**src/rtl/hazard_ctrl.sv**
```systemverilog
// Pipeline hazard sequencer: load-use stall, branch flush, multi-cycle EX hold, EX operand forwarding.
// Latency: strobes and forward selects are combinational from state + inputs; state advances on clk.
// Backpressure: stalls by dropping pc_we/ifid_we; `HAZ_PERF_CNT_EN adds stall/flush counters.
module hazard_ctrl #(
  parameter int MC_LATENCY = 4,
  parameter int CNT_W      = 4
) (
  input  logic       clk,
  input  logic       rst,
  input  logic [4:0] id_rs,
  input  logic [4:0] id_rt,
  input  logic       id_uses_rs,
  input  logic       id_uses_rt,
  input  logic       id_mc_op,
  input  logic [4:0] ex_rs,
  input  logic [4:0] ex_rt,
  input  logic       idex_memread,
  input  logic [4:0] idex_rd,
  input  logic [4:0] exmem_rd,
  input  logic       exmem_regwrite,
  input  logic [4:0] memwb_rd,
  input  logic       memwb_regwrite,
  input  logic       ex_br_taken,
  output logic       pc_we,
  output logic       ifid_we,
  output logic       ifid_flush,
  output logic       idex_bubble,
  output logic       ex_hold,
  output logic       exmem_bubble,
  output logic [1:0] fwd_a,
  output logic [1:0] fwd_b,
  output logic       mc_busy
`ifdef HAZ_PERF_CNT_EN
  ,
  output logic [31:0] stall_cycles,
  output logic [15:0] flush_count
`endif
);

  typedef enum logic [1:0] {
    RUN      = 2'd0,
    LD_STALL = 2'd1,
    MC_BUSY  = 2'd2,
    FLUSH    = 2'd3
  } state_t;

  state_t           state;
  logic [CNT_W-1:0] mc_cnt;
  logic             load_use;

  function automatic logic [1:0] fwd_sel(input logic [4:0] src,
                                         input logic [4:0] em_rd, input logic em_we,
                                         input logic [4:0] mw_rd, input logic mw_we);
    if (em_we && em_rd != 5'd0 && em_rd == src)      return 2'b10;
    else if (mw_we && mw_rd != 5'd0 && mw_rd == src) return 2'b01;
    else                                             return 2'b00;
  endfunction

  assign fwd_a = fwd_sel(ex_rs, exmem_rd, exmem_regwrite, memwb_rd, memwb_regwrite);
  assign fwd_b = fwd_sel(ex_rt, exmem_rd, exmem_regwrite, memwb_rd, memwb_regwrite);

  assign load_use = idex_memread && (idex_rd != 5'd0) &&
                    ((id_uses_rs && id_rs == idex_rd) || (id_uses_rt && id_rt == idex_rd));

  assign mc_busy = (state == MC_BUSY);

  // Gated by rst so outputs take reset values even while inputs signal a hazard.
  always_comb begin
    pc_we        = 1'b1;
    ifid_we      = 1'b1;
    ifid_flush   = 1'b0;
    idex_bubble  = 1'b0;
    ex_hold      = 1'b0;
    exmem_bubble = 1'b0;
    if (rst) begin
      case (state)
        RUN: begin
          if (ex_br_taken) begin
            ifid_flush  = 1'b1;
            idex_bubble = 1'b1;
          end else if (load_use) begin
            pc_we       = 1'b0;
            ifid_we     = 1'b0;
            idex_bubble = 1'b1;
          end
        end
        MC_BUSY: begin
          pc_we        = 1'b0;
          ifid_we      = 1'b0;
          ex_hold      = 1'b1;
          exmem_bubble = 1'b1;
        end
        FLUSH:   ifid_flush = 1'b1;
        default: ;
      endcase
    end
  end

  always_ff @(posedge clk or negedge rst) begin
    if (!rst) begin
      state  <= RUN;
      mc_cnt <= '0;
    end else begin
      case (state)
        RUN: begin
          if (ex_br_taken)   state <= FLUSH;
          else if (load_use) state <= LD_STALL;
          else if (id_mc_op) begin
            state  <= MC_BUSY;
            mc_cnt <= CNT_W'(MC_LATENCY - 1);
          end
        end
        LD_STALL: state <= RUN;
        MC_BUSY: begin
          if (mc_cnt == CNT_W'(1)) begin
            state  <= RUN;
            mc_cnt <= '0;
          end else begin
            mc_cnt <= mc_cnt - CNT_W'(1);
          end
        end
        FLUSH:   state <= RUN;
        default: state <= RUN;
      endcase
    end
  end

`ifdef HAZ_PERF_CNT_EN
  always_ff @(posedge clk or negedge rst) begin
    if (!rst) begin
      stall_cycles <= '0;
      flush_count  <= '0;
    end else begin
      if (!pc_we && stall_cycles != '1)
        stall_cycles <= stall_cycles + 32'd1;
      if (state == RUN && ex_br_taken && flush_count != '1)
        flush_count <= flush_count + 16'd1;
    end
  end
`endif

endmodule
```
**config.mk**
```make
export PLATFORM = sky130hd
export DESIGN_NAME = hazard_ctrl
export DESIGN_NICKNAME = d
export VERILOG_FILES = /design/src/rtl/hazard_ctrl.sv
export SDC_FILE = /design/constraint.sdc
export NUM_CORES = 1
export LEC_CHECK = 0
export CAP_MARGIN = 10
export CORE_MARGIN = 4
export CORE_UTILIZATION = 38
export DETAILED_ROUTE_END_ITERATION = 12
export PLACE_DENSITY = 0.77
export SLEW_MARGIN = 15
export SYNTH_ARGS = -nofsm -noshare
export SYNTH_HDL_FRONTEND = slang
export SYNTH_SLANG_ARGS = --single-unit
```
**constraint.sdc**
```tcl
create_clock -name clk -period 1.8 [get_ports clk]
set_input_delay 0.18 -clock clk [delete_from_list [all_inputs] [get_ports clk]]
set_output_delay 0.18 -clock clk [all_outputs]
set_load 0.01 [all_outputs]
```
==> impl_metrics.xml, run 1 <==
<?xml version="1.0" encoding="UTF-8"?>
<metrics>
  <group name="logic_synthesis">
    <metric name="synth.cell_area" unit="um^2">934.6</metric>
    <metric name="postSynthRegisterBits" unit="">6</metric>
    <metric name="synth_seq_area_share" unit="%">16.06</metric>
    <metric name="library_cell_with_the_largest_summed_area_after_synthesis" unit="">dfrtp_1</metric>
    <metric name="synth.area.top_cells" unit="">dfrtp_1, xnor2_1, xor2_1, ha_1, o21ai_0</metric>
    <metric name="ys_types" unit="">37</metric>
    <metric name="cell_count_after_synthesis" unit="">111</metric>
    <metric name="net_count_after_synthesis" unit="">161</metric>
    <metric name="synth.top_cell.area_share" unit="%">16.06</metric>
    <metric name="syn_area_per_cell" unit="um^2">8.420</metric>
    <metric name="ys_warns" unit="">0</metric>
  </group>
  <group name="timing">
    <metric name="skew" unit="ns">0.001907</metric>
    <metric name="worst_slack" unit="ns">0.02822</metric>
    <metric name="worst_pin_slew" unit="ns">0.4983</metric>
    <metric name="tns" unit="ns">0</metric>
    <metric name="hold_viol" unit="">0</metric>
    <metric name="final_min_period_over_clock_period" unit="%">98.43</metric>
    <metric name="period_minus_slack" unit="ns">1.772</metric>
    <metric name="unrepaired_setup_endpoints_after_global_routing" unit="">yes</metric>
    <metric name="setup_viol_count_final" unit="">0</metric>
    <metric name="drv_slew" unit="">0</metric>
    <metric name="maxSlewHeadroom" unit="%">66.71</metric>
    <metric name="fmax" unit="GHz">0.5644</metric>
  </group>
  <group name="power_and_ir_drop">
    <metric name="power.net_switching" unit="mW">0.5963</metric>
    <metric name="totalPowerFinal" unit="mW">1.389</metric>
    <metric name="static-leakage-power" unit="nW">0.8549</metric>
    <metric name="switching_share" unit="%">42.93</metric>
    <metric name="power_report.internal_total" unit="mW">0.7928</metric>
    <metric name="pwr_density_cell" unit="mW/mm^2">772.0</metric>
    <metric name="power.clock.fraction" unit="%">9.8</metric>
    <metric name="comb_power_share" unit="%">72.0</metric>
    <metric name="pwr-share-seq" unit="%">18.2</metric>
    <metric name="worst_ir_drop_vdd" unit="uV">635.7</metric>
  </group>
  <group name="setup_path">
    <metric name="rr_worst_depth" unit="">6</metric>
    <metric name="critical_path_arrival" unit="ns">1.59</metric>
    <metric name="start_kind" unit="">input pin</metric>
    <metric name="cp.required" unit="ns">1.62</metric>
    <metric name="start_point_of_the_critical_path" unit="">exmem_rd[3]</metric>
    <metric name="worstReg2RegEnd" unit="">state[1]$_DFFE_PN0P_</metric>
    <metric name="worst_setup_path_endpoint" unit="">fwd_a[0]</metric>
    <metric name="path_class" unit="">in -&gt; out</metric>
    <metric name="timing.critical_path.to_type" unit="">output pin</metric>
    <metric name="r2r_setup_slack" unit="ns">0.17</metric>
    <metric name="regToRegStartpoint" unit="">mc_cnt[1]$_DFFE_PN0P_</metric>
    <metric name="critical_path_peak_fanout" unit="">2</metric>
  </group>
  <group name="detailed_routing">
    <metric name="wl_final" unit="um">3305</metric>
    <metric name="routed_wire_length_per_instance" unit="um">14.75</metric>
    <metric name="detailedRoute.firstPassIterationCount" unit="">4</metric>
    <metric name="highest_layer" unit="">met4</metric>
    <metric name="drtIter0Drc" unit="">82</metric>
    <metric name="via_per_inst" unit="">5.125</metric>
    <metric name="route.detailed.drc" unit="">0</metric>
    <metric name="route.antenna.remaining_nets" unit="">0</metric>
    <metric name="route.met3.wl" unit="um">185</metric>
    <metric name="via_count" unit="">1148</metric>
    <metric name="met2RoutedLength" unit="um">1804</metric>
    <metric name="wl_met1" unit="um">1249</metric>
  </group>
  <group name="die">
    <metric name="die_w" unit="um">57.60</metric>
    <metric name="chipHeight" unit="um">57.60</metric>
    <metric name="core-area" unit="mm^2">0.002276</metric>
    <metric name="floorplan.rows" unit="">17</metric>
    <metric name="die-area" unit="mm^2">0.003317</metric>
    <metric name="starting_density" unit="%">41.07</metric>
    <metric name="io-pin-count" unit="">55</metric>
  </group>
  <group name="clocking">
    <metric name="cts_tree" unit="">done</metric>
    <metric name="cts_made_buffers" unit="">3</metric>
    <metric name="post_cts_hold_buffer_count" unit="">0</metric>
    <metric name="clk_transition_reported_paths" unit="ns">0.05</metric>
    <metric name="cts_max_path_buffers" unit="">2</metric>
    <metric name="clkLatencyLatePin" unit="ns">0.26</metric>
    <metric name="number_of_h_tree_levels" unit="">1</metric>
    <metric name="cts_root_buf" unit="">clkbuf_4</metric>
    <metric name="cts.sink_count" unit="">6</metric>
  </group>
  <group name="global_routing">
    <metric name="grt_pass1_wl" unit="um">5278</metric>
    <metric name="grt_max_degree" unit="">11</metric>
    <metric name="globalRoute.totalOverflow" unit="">0</metric>
    <metric name="initial_antenna_violation_count" unit="">0</metric>
    <metric name="gr-usage-all-layers" unit="%">20.60</metric>
    <metric name="vias_in_the_first_global_route" unit="">1205</metric>
  </group>
  <group name="layout">
    <metric name="layout.nets" unit="">248</metric>
    <metric name="n_antenna_cell" unit="">0</metric>
    <metric name="area_growth_syn_to_layout" unit="%">92.50</metric>
    <metric name="drive_above_1_share" unit="%">33.67</metric>
    <metric name="layout.cells.most_common" unit="">buf_4</metric>
    <metric name="post-route-util" unit="%">79.05</metric>
    <metric name="layout.cells.most_common_list" unit="">buf_4, dlygate4sd2_1, xnor2_1</metric>
    <metric name="layout.cell_area.non_filler" unit="mm^2">0.001799</metric>
  </group>
  <group name="placement">
    <metric name="gp_congestion" unit="">0.9432</metric>
    <metric name="dp_slack" unit="ns">-0.7857</metric>
    <metric name="buffer_ports.inserted" unit="">54</metric>
    <metric name="dpl_cell_area" unit="mm^2">0.001705</metric>
    <metric name="place_hpwl" unit="um">2695</metric>
  </group>
  <group name="flow_run">
    <metric name="max-cap-violations" unit="">0</metric>
  </group>
  <group name="run_status">
    <metric name="status" unit="">finished, final reports clean</metric>
  </group>
  <group name="worst_hold_path">
    <metric name="class_of_the_tightest_hold_or_removal_check" unit="">in -&gt; async</metric>
  </group>
</metrics>
==> per-stage QoR <==
step           std cells  hold WS, ns
3_3_place_gp         218       0.4362
4_1_cts              222       0.1683
5_1_grt              224       0.1566
2_1_floorplan        111      -0.1156
3_5_place_dp         218       0.4396
6_report             224       0.1697
==> logic make-up (layout without fill, tap and decap cells) <==
kind of cell	after synthesis	count (layout)	synth area share, %
AO/OA/AOI/OAI	23	23	20.35
flip-flops	6	6	16.06
adder cells (fa/ha/maj)	6	6	8.032
XOR/XNOR	30	30	28.11
buffers and inverters	10	95	4.819
AND/OR/NAND/NOR	36	36	22.62
==> state kept, by name, summed over array words and instances (netlist names) <==
name	flops
mc_cnt	4
state	2
==> worst max-delay path, cell delays in order <==
cell and delay [ns]:
buf_6 0.09, or4_4 0.55, o21ai_4 0.17, buf_6 0.12, nor4_4 0.03, nor4_2 0.27
buf_2 0.17
==> Yosys cell counts <==
library cell	number
and3_1	1
nand4_1	2
dfrtp_1	6
o21ai_0	7
nor2b_1	3
a211o_1	1
a21bo_2	1
o211ai_4	1
a311o_1	1
o22ai_2	1
or4_4	1
o2111ai_1	1
inv_1	6
o21a_1	1
nand2b_1	2
o22ai_1	1
and2_1	1
nor3b_1	2
or4_1	4
and4_1	1
nand3_1	2
o41ai_2	1
nand2_1	8
nor4_1	4
clkbuf_1	2
xor2_1	14
nor3_1	1
a21oi_1	2
xnor2_1	16
a21oi_2	1
nor2_1	2
o2bb2ai_1	2
o31a_1	1
a31o_2	1
ha_1	6
or3_1	2
buf_4	2
==> cell type report <==
class / instances / area, um^2
well taps: 28 / 35.03
inverters: 6 / 22.52
clock buffers: 3 / 22.52
multi-input cells: 95 / 834.6
fillers: 161 / 476.7
flip-flops and latches: 6 / 150.1
repair buffers: 86 / 734.5
==> worst min-delay path by stage <==
stage / to / startpoint / depth (start not counted)
2_1_floorplan: mc_cnt[0]$_DFFE_PN0P_ / rst / 0
3_3_place_gp: mc_cnt[0]$_DFFE_PN0P_ / rst / 1
3_5_place_dp: mc_cnt[0]$_DFFE_PN0P_ / rst / 1
4_1_cts: mc_cnt[0]$_DFFE_PN0P_ / rst / 1
5_1_grt: mc_cnt[0]$_DFFE_PN0P_ / rst / 1
6_report: mc_cnt[0]$_DFFE_PN0P_ / rst / 1
==> routing by layer <==
metal | vias up | global-route usage [%]
met4 | 0 | 7.616
met1 | 528 | 20.73
met3 | 8 | 4.977
met2 | 45 | 40.00
met5 | - | 0
li1 | 567 | -
==> power groups by stage <==
stage          combinational (mW)  sequential [mW]  clock [mW]
6_report                     1.00            0.253       0.136
5_1_grt                      1.10            0.261       0.152
4_1_cts                     0.937            0.250       0.138
3_5_place_dp                0.967            0.251           0
3_3_place_gp                0.930            0.247           0
2_1_floorplan               0.509            0.248           0
==> repair_timing <==
item	CTS	global route
setup buffers	1	2
setup endpoints to repair	13	7
resized for setup	79	26
pin swaps	17	17
Note: power is estimated with default switching activity, not from simulation.
==> run 2, diff against run 1 <==
--- a/config.mk
+++ b/config.mk
@@ -6,8 +6,9 @@
 export NUM_CORES = 1
 export LEC_CHECK = 0
 export CAP_MARGIN = 10
-export CORE_MARGIN = 4
+export CORE_MARGIN = 2
 export CORE_UTILIZATION = 38
+export CTS_CLUSTER_DIAMETER = 80
 export DETAILED_ROUTE_END_ITERATION = 12
 export PLACE_DENSITY = 0.77
 export SLEW_MARGIN = 15
==> run 2 against run 1 <==
  * Count of clock-buffer cells in the layout did not move
  * Global-route usage increased by 5.9 points
  * Critical endpoint unchanged
  * Power shrank 1.3%
==> impl_metrics.xml, run 2 (synthesized netlist as in run 1, its figures left out) <==
<?xml version="1.0" encoding="UTF-8"?>
<metrics>
  <group name="layout">
    <metric name="area_growth_syn_to_layout" unit="%">98.26</metric>
    <metric name="drive_above_1_share" unit="%">37.62</metric>
    <metric name="layout.cells.most_common_list" unit="">buf_4, dlygate4sd2_1, xnor2_1</metric>
    <metric name="n_antenna_cell" unit="">0</metric>
    <metric name="layout.cells.most_common" unit="">buf_4</metric>
    <metric name="top_flop_regs" unit="">mc_cnt (4), state (2)</metric>
    <metric name="largest_register_ff_count" unit="">4</metric>
    <metric name="final.fill_count" unit="">146</metric>
    <metric name="layout.nets" unit="">254</metric>
    <metric name="registers.top_by_ff_count" unit="">mc_cnt</metric>
    <metric name="post-route-util" unit="%">81.42</metric>
  </group>
  <group name="power_and_ir_drop">
    <metric name="totalPowerFinal" unit="mW">1.371</metric>
    <metric name="switching_share" unit="%">42.57</metric>
    <metric name="static-leakage-power" unit="nW">0.8834</metric>
    <metric name="power_report.internal_total" unit="mW">0.7875</metric>
    <metric name="pwr_density_cell" unit="mW/mm^2">740.0</metric>
    <metric name="worst_ir_drop_vdd" unit="uV">713.5</metric>
    <metric name="power.net_switching" unit="mW">0.5838</metric>
    <metric name="comb_power_share" unit="%">72.8</metric>
    <metric name="power.clock.fraction" unit="%">9.3</metric>
    <metric name="pwr-share-seq" unit="%">18.0</metric>
  </group>
  <group name="setup_path">
    <metric name="worstPathCellList" unit="">buf_6, or4_4, o21ai_2, buf_4, nor4_4, buf_4, nor4_2, buf_2</metric>
    <metric name="regToRegStartpoint" unit="">mc_cnt[1]$_DFFE_PN0P_</metric>
    <metric name="critical_path_peak_fanout" unit="">2</metric>
    <metric name="cp_common_cell" unit="">buf_4</metric>
    <metric name="critical_path_arrival" unit="ns">1.61</metric>
    <metric name="cp.required" unit="ns">1.62</metric>
    <metric name="worst_setup_path_endpoint" unit="">fwd_a[0]</metric>
    <metric name="timing.critical_path.slowest_stage_cell" unit="">or4_4</metric>
    <metric name="r2r_setup_slack" unit="ns">0.15</metric>
    <metric name="start_kind" unit="">input pin</metric>
    <metric name="critical-path-max-stage-delay" unit="ns">0.52</metric>
    <metric name="timing.critical_path.to_type" unit="">output pin</metric>
    <metric name="rr_worst_depth" unit="">6</metric>
    <metric name="worstReg2RegEnd" unit="">state[0]$_DFFE_PN0P_</metric>
    <metric name="path_class" unit="">in -&gt; out</metric>
    <metric name="critical_path.n_buffers_inverters" unit="">4</metric>
    <metric name="worst_path_depth" unit="">8</metric>
    <metric name="critPathTopFamily" unit="">simple AND/OR/NAND/NOR gates</metric>
    <metric name="start_point_of_the_critical_path" unit="">exmem_rd[4]</metric>
  </group>
  <group name="placement">
    <metric name="buffer_ports.inserted" unit="">54</metric>
    <metric name="gp_congestion" unit="">0.9811</metric>
    <metric name="dp_slack" unit="ns">-0.8191</metric>
    <metric name="place_hpwl" unit="um">2758</metric>
  </group>
  <group name="timing">
    <metric name="drv_slew" unit="">0</metric>
    <metric name="worst_slack" unit="ns">0.007564</metric>
    <metric name="skew" unit="ns">0.01002</metric>
    <metric name="setup_viol_count_final" unit="">0</metric>
    <metric name="period_minus_slack" unit="ns">1.792</metric>
    <metric name="fmax" unit="GHz">0.5579</metric>
    <metric name="unrepaired_setup_endpoints_after_global_routing" unit="">yes</metric>
    <metric name="maxSlewHeadroom" unit="%">67.83</metric>
    <metric name="worst_pin_slew" unit="ns">0.4816</metric>
    <metric name="hold_viol" unit="">0</metric>
    <metric name="final_min_period_over_clock_period" unit="%">99.58</metric>
  </group>
  <group name="global_routing">
    <metric name="grt_max_degree" unit="">11</metric>
    <metric name="grt_pass1_wl" unit="um">5423</metric>
    <metric name="vias_in_the_first_global_route" unit="">1247</metric>
    <metric name="gr-usage-all-layers" unit="%">26.54</metric>
    <metric name="globalRoute.totalOverflow" unit="">0</metric>
    <metric name="initial_antenna_violation_count" unit="">0</metric>
  </group>
  <group name="detailed_routing">
    <metric name="routed_wire_length_per_instance" unit="um">15.02</metric>
    <metric name="route.detailed.drc" unit="">0</metric>
    <metric name="via_count" unit="">1207</metric>
    <metric name="drtIter0Drc" unit="">16</metric>
    <metric name="wl_final" unit="um">3455</metric>
    <metric name="route.antenna.remaining_nets" unit="">0</metric>
    <metric name="via_per_inst" unit="">5.248</metric>
    <metric name="detailedRoute.firstPassIterationCount" unit="">4</metric>
  </group>
  <group name="clocking">
    <metric name="cts_max_path_buffers" unit="">2</metric>
    <metric name="clkLatencyLatePin" unit="ns">0.25</metric>
    <metric name="post_cts_hold_buffer_count" unit="">0</metric>
    <metric name="cts.sink_count" unit="">6</metric>
    <metric name="cts_root_buf" unit="">clkbuf_4</metric>
    <metric name="cts_tree" unit="">done</metric>
    <metric name="cts_made_buffers" unit="">3</metric>
    <metric name="number_of_h_tree_levels" unit="">1</metric>
    <metric name="clk_transition_reported_paths" unit="ns">0.05</metric>
  </group>
  <group name="die">
    <metric name="core-area" unit="mm^2">0.002276</metric>
    <metric name="die_w" unit="um">53.60</metric>
    <metric name="starting_density" unit="%">41.07</metric>
    <metric name="chipHeight" unit="um">53.60</metric>
    <metric name="io-pin-count" unit="">55</metric>
    <metric name="floorplan.rows" unit="">17</metric>
    <metric name="die-area" unit="mm^2">0.002872</metric>
  </group>
  <group name="flow_run">
    <metric name="max-cap-violations" unit="">0</metric>
  </group>
  <group name="worst_hold_path">
    <metric name="class_of_the_tightest_hold_or_removal_check" unit="">in -&gt; async</metric>
  </group>
  <group name="run_status">
    <metric name="status" unit="">finished, final reports clean</metric>
  </group>
</metrics>
[run 2: worst min path at each step]
stage                               start                    end  slack [ns]  depth (start not counted)
global route                          rst  mc_cnt[3]$_DFFE_PN0P_        0.41                          2
detailed placement  mc_cnt[2]$_DFFE_PN0P_  mc_cnt[2]$_DFFE_PN0P_        0.54                          1
finish                                rst  mc_cnt[3]$_DFFE_PN0P_        0.42                          2
CTS                                   rst  mc_cnt[3]$_DFFE_PN0P_        0.42                          2
floorplan                             rst  mc_cnt[0]$_DFFE_PN0P_       -0.12                          0
global placement    mc_cnt[2]$_DFFE_PN0P_  mc_cnt[2]$_DFFE_PN0P_        0.52                          1
[run 2: what timing repair did]
item	4_1_cts	5_1_grt
gates cloned	0	0
setup endpoints to repair	12	9
pin swaps	18	20
setup buffers	2	2
gates resized for setup	85	23
[run 2: power groups by stage]
stage               Combinational, mW  Clock, mW  Sequential [mW]
global placement                0.955          0            0.245
detailed placement              0.999          0            0.247
CTS                             0.986      0.129            0.246
finish                          0.998      0.127            0.247
global route                     1.11      0.141            0.254
floorplan                       0.509          0            0.248
[run 2: routing by layer]
layer | wire length [um] | track usage (%)
met5 | 0 | 0
met4 | 38 | 8.120
met3 | 153 | 5.000
met2 | 1959 | 56.38
met1 | 1303 | 24.58
[run 2: cell type report]
class	instances	area [um^2]	area share (%)
Multi-Input combinational cell	95	843.3	45.51
Timing Repair Buffer	92	779.5	42.07
Sequential cell	6	150.1	8.103
Tap cell	28	35.03	1.891
Clock buffer	3	22.52	1.215
Inverter	6	22.52	1.215
[run 2: metrics by stage]
stage | area (um^2) | TNS, ns | hold slack [ns] | instances
detailed placement | 1743 | -5.872 | 0.5402 | 223
finish | 1853 | 0 | 0.4246 | 230
CTS | 1822 | 0 | 0.4185 | 228
floorplan | 934.6 | 0 | -0.1156 | 111
global placement | 1743 | -5.269 | 0.5230 | 223
global route | 1853 | -0.07575 | 0.4111 | 230
==> run 3, diff against run 2 <==
--- a/config.mk
+++ b/config.mk
@@ -6,7 +6,7 @@
 export NUM_CORES = 1
 export LEC_CHECK = 0
 export CAP_MARGIN = 10
-export CORE_MARGIN = 2
+export CORE_MARGIN = 3
 export CORE_UTILIZATION = 38
 export CTS_CLUSTER_DIAMETER = 80
 export DETAILED_ROUTE_END_ITERATION = 12
==> run 3 against run 2 <==
  * Combinational power about the same
  * Clock skew about the same
  * Final cell count shrank 0.87%
  * Wire length up 8.3%
  * Power grew 2.1%
  * Cell area up 1.2%
  * Die area up 7.6%
  * Critical path type unchanged
  * Critical endpoint unchanged
==> impl_metrics.xml, run 3 (synthesized netlist as in run 1, its figures left out) <==
<?xml version="1.0" encoding="UTF-8"?>
<metrics>
  <group name="power_and_ir_drop">
    <metric name="pwr_density_cell" unit="mW/mm^2">746.6</metric>
    <metric name="static-leakage-power" unit="nW">0.8532</metric>
    <metric name="worst_ir_drop_vdd" unit="uV">596.2</metric>
  </group>
  <group name="detailed_routing">
    <metric name="via_count" unit="">1236</metric>
    <metric name="route.detailed.drc" unit="">0</metric>
    <metric name="via_per_inst" unit="">5.421</metric>
    <metric name="route.antenna.remaining_nets" unit="">0</metric>
    <metric name="detailedRoute.firstPassIterationCount" unit="">4</metric>
    <metric name="routed_wire_length_per_instance" unit="um">16.41</metric>
    <metric name="drtIter0Drc" unit="">21</metric>
    <metric name="wl_final" unit="um">3741</metric>
  </group>
  <group name="global_routing">
    <metric name="gr-usage-all-layers" unit="%">22.95</metric>
    <metric name="grt_pass1_wl" unit="um">5685</metric>
    <metric name="initial_antenna_violation_count" unit="">0</metric>
    <metric name="grt_max_degree" unit="">11</metric>
    <metric name="globalRoute.totalOverflow" unit="">0</metric>
    <metric name="vias_in_the_first_global_route" unit="">1368</metric>
  </group>
  <group name="setup_path">
    <metric name="timing.critical_path.to_type" unit="">output pin</metric>
    <metric name="critical_path_peak_fanout" unit="">3</metric>
    <metric name="critical-path-max-stage-delay" unit="ns">0.54</metric>
    <metric name="critPathTopFamily" unit="">simple AND/OR/NAND/NOR gates</metric>
    <metric name="cp.required" unit="ns">1.62</metric>
    <metric name="critical_path.n_buffers_inverters" unit="">3</metric>
    <metric name="path_class" unit="">in -&gt; out</metric>
    <metric name="worstReg2RegEnd" unit="">mc_cnt[3]$_DFFE_PN0P_</metric>
    <metric name="critical_path_arrival" unit="ns">1.62</metric>
    <metric name="worstPathCellList" unit="">buf_8, or4_4, o21ai_4, buf_6, nor4_4, nor4_4, buf_2</metric>
    <metric name="r2r_setup_slack" unit="ns">0.16</metric>
    <metric name="timing.critical_path.slowest_stage_cell" unit="">or4_4</metric>
    <metric name="rr_worst_depth" unit="">6</metric>
    <metric name="start_kind" unit="">input pin</metric>
    <metric name="cp_common_cell" unit="">nor4_4</metric>
    <metric name="regToRegStartpoint" unit="">mc_cnt[1]$_DFFE_PN0P_</metric>
  </group>
  <group name="timing">
    <metric name="final_min_period_over_clock_period" unit="%">99.76</metric>
    <metric name="unrepaired_setup_endpoints_after_global_routing" unit="">yes</metric>
    <metric name="final.hold.worst_slack" unit="ns">0.1913</metric>
    <metric name="setup_viol_count_final" unit="">0</metric>
    <metric name="drv_slew" unit="">0</metric>
    <metric name="period_minus_slack" unit="ns">1.796</metric>
    <metric name="fmax" unit="GHz">0.5569</metric>
    <metric name="hold_viol" unit="">0</metric>
    <metric name="worst_pin_slew" unit="ns">0.3446</metric>
    <metric name="worst_slack" unit="ns">0.004371</metric>
    <metric name="skew" unit="ns">0.01043</metric>
    <metric name="maxSlewHeadroom" unit="%">76.96</metric>
  </group>
  <group name="die">
    <metric name="die-area" unit="mm^2">0.003091</metric>
    <metric name="floorplan.rows" unit="">17</metric>
    <metric name="chipHeight" unit="um">55.60</metric>
    <metric name="starting_density" unit="%">41.07</metric>
    <metric name="core-area" unit="mm^2">0.002276</metric>
    <metric name="die_w" unit="um">55.60</metric>
    <metric name="io-pin-count" unit="">55</metric>
  </group>
  <group name="flow_run">
    <metric name="max-cap-violations" unit="">0</metric>
  </group>
  <group name="placement">
    <metric name="dpl_cell_area" unit="mm^2">0.001743</metric>
    <metric name="gp_congestion" unit="">0.8839</metric>
    <metric name="buffer_ports.inserted" unit="">54</metric>
    <metric name="dp_slack" unit="ns">-0.8212</metric>
    <metric name="place_hpwl" unit="um">2790</metric>
  </group>
  <group name="layout">
    <metric name="seq_area" unit="um^2">150.1</metric>
    <metric name="registers.top_by_ff_count" unit="">mc_cnt</metric>
    <metric name="area_growth_syn_to_layout" unit="%">100.7</metric>
    <metric name="n_antenna_cell" unit="">0</metric>
    <metric name="multi_input_comb_area" unit="um^2">880.8</metric>
    <metric name="layout.nets" unit="">252</metric>
    <metric name="largest_register_ff_count" unit="">4</metric>
    <metric name="layout.cells.most_common" unit="">buf_4</metric>
    <metric name="drive_above_1_share" unit="%">38.00</metric>
    <metric name="layout.cells.most_common_list" unit="">buf_4, dlygate4sd2_1, xor2_1</metric>
    <metric name="layout.cell_area.non_filler" unit="mm^2">0.001876</metric>
    <metric name="post-route-util" unit="%">82.41</metric>
    <metric name="top_flop_regs" unit="">mc_cnt (4), state (2)</metric>
    <metric name="final.fill_count" unit="">147</metric>
  </group>
  <group name="clocking">
    <metric name="post_cts_hold_buffer_count" unit="">0</metric>
    <metric name="cts.sink_count" unit="">6</metric>
    <metric name="cts_made_buffers" unit="">3</metric>
    <metric name="clkLatencyLatePin" unit="ns">0.26</metric>
    <metric name="cts_max_path_buffers" unit="">2</metric>
    <metric name="number_of_h_tree_levels" unit="">1</metric>
    <metric name="cts_tree" unit="">done</metric>
    <metric name="cts_root_buf" unit="">clkbuf_4</metric>
    <metric name="clk_transition_reported_paths" unit="ns">0.05</metric>
  </group>
  <group name="run_status">
    <metric name="status" unit="">finished, final reports clean</metric>
  </group>
  <group name="worst_hold_path">
    <metric name="class_of_the_tightest_hold_or_removal_check" unit="">in -&gt; async</metric>
  </group>
</metrics>
-- run 3: routing by layer --
layer  up-vias  share of wire (%)  track usage (%)
met3        15                4.0            2.088
li1        576                  -                -
met2        51                 55            45.44
met4         0                3.9            13.54
met5         -                  0                0
met1       594                 37            22.49
-- run 3: metrics by stage --
step                setup TNS, ns  cells  total power [mW]
floorplan                       0    111            0.7563
global placement           -5.562    223             1.168
detailed placement         -6.224    223             1.214
CTS                             0    227             1.327
global route              -0.1645    228             1.514
finish                          0    228             1.400
-- run 3: timing repair --
action                     in CTS  in global routing
buffers inserted                1                  2
pin swaps                      24                 14
setup endpoints to repair      13                 11
gates cloned                    0                  0
hold endpoints to repair        0                  0
resized for setup              90                 22
-- run 3: power breakdown --
group          leakage, nW  total (mW)  switching (mW)  internal (mW)
clock network       0.0138       0.131          0.0553         0.0758
registers           0.0734       0.256          0.0566          0.200
logic                0.766        1.01           0.504          0.509
total                0.853        1.40           0.616          0.784
-- run 3: final cells by class --
class                      instances  share of cell area, %
tap                               28                  1.868
inverter                           6                  1.201
timing repair buffer              90                  40.76
sequential                         6                  8.005
clock buffer                       3                  1.201
multi-input combinational         95                  46.96
-- run 3: worst max path at each step --
stage,cells past startpoint,startpoint,to
final,7,exmem_rd[1],fwd_a[0]
after global routing,7,ex_rs[0],fwd_a[1]
after detailed placement,6,exmem_rd[1],fwd_a[0]
after floorplan,5,idex_rd[1],pc_we
after global placement,6,exmem_rd[1],fwd_a[0]
after CTS,9,idex_rd[1],ifid_we
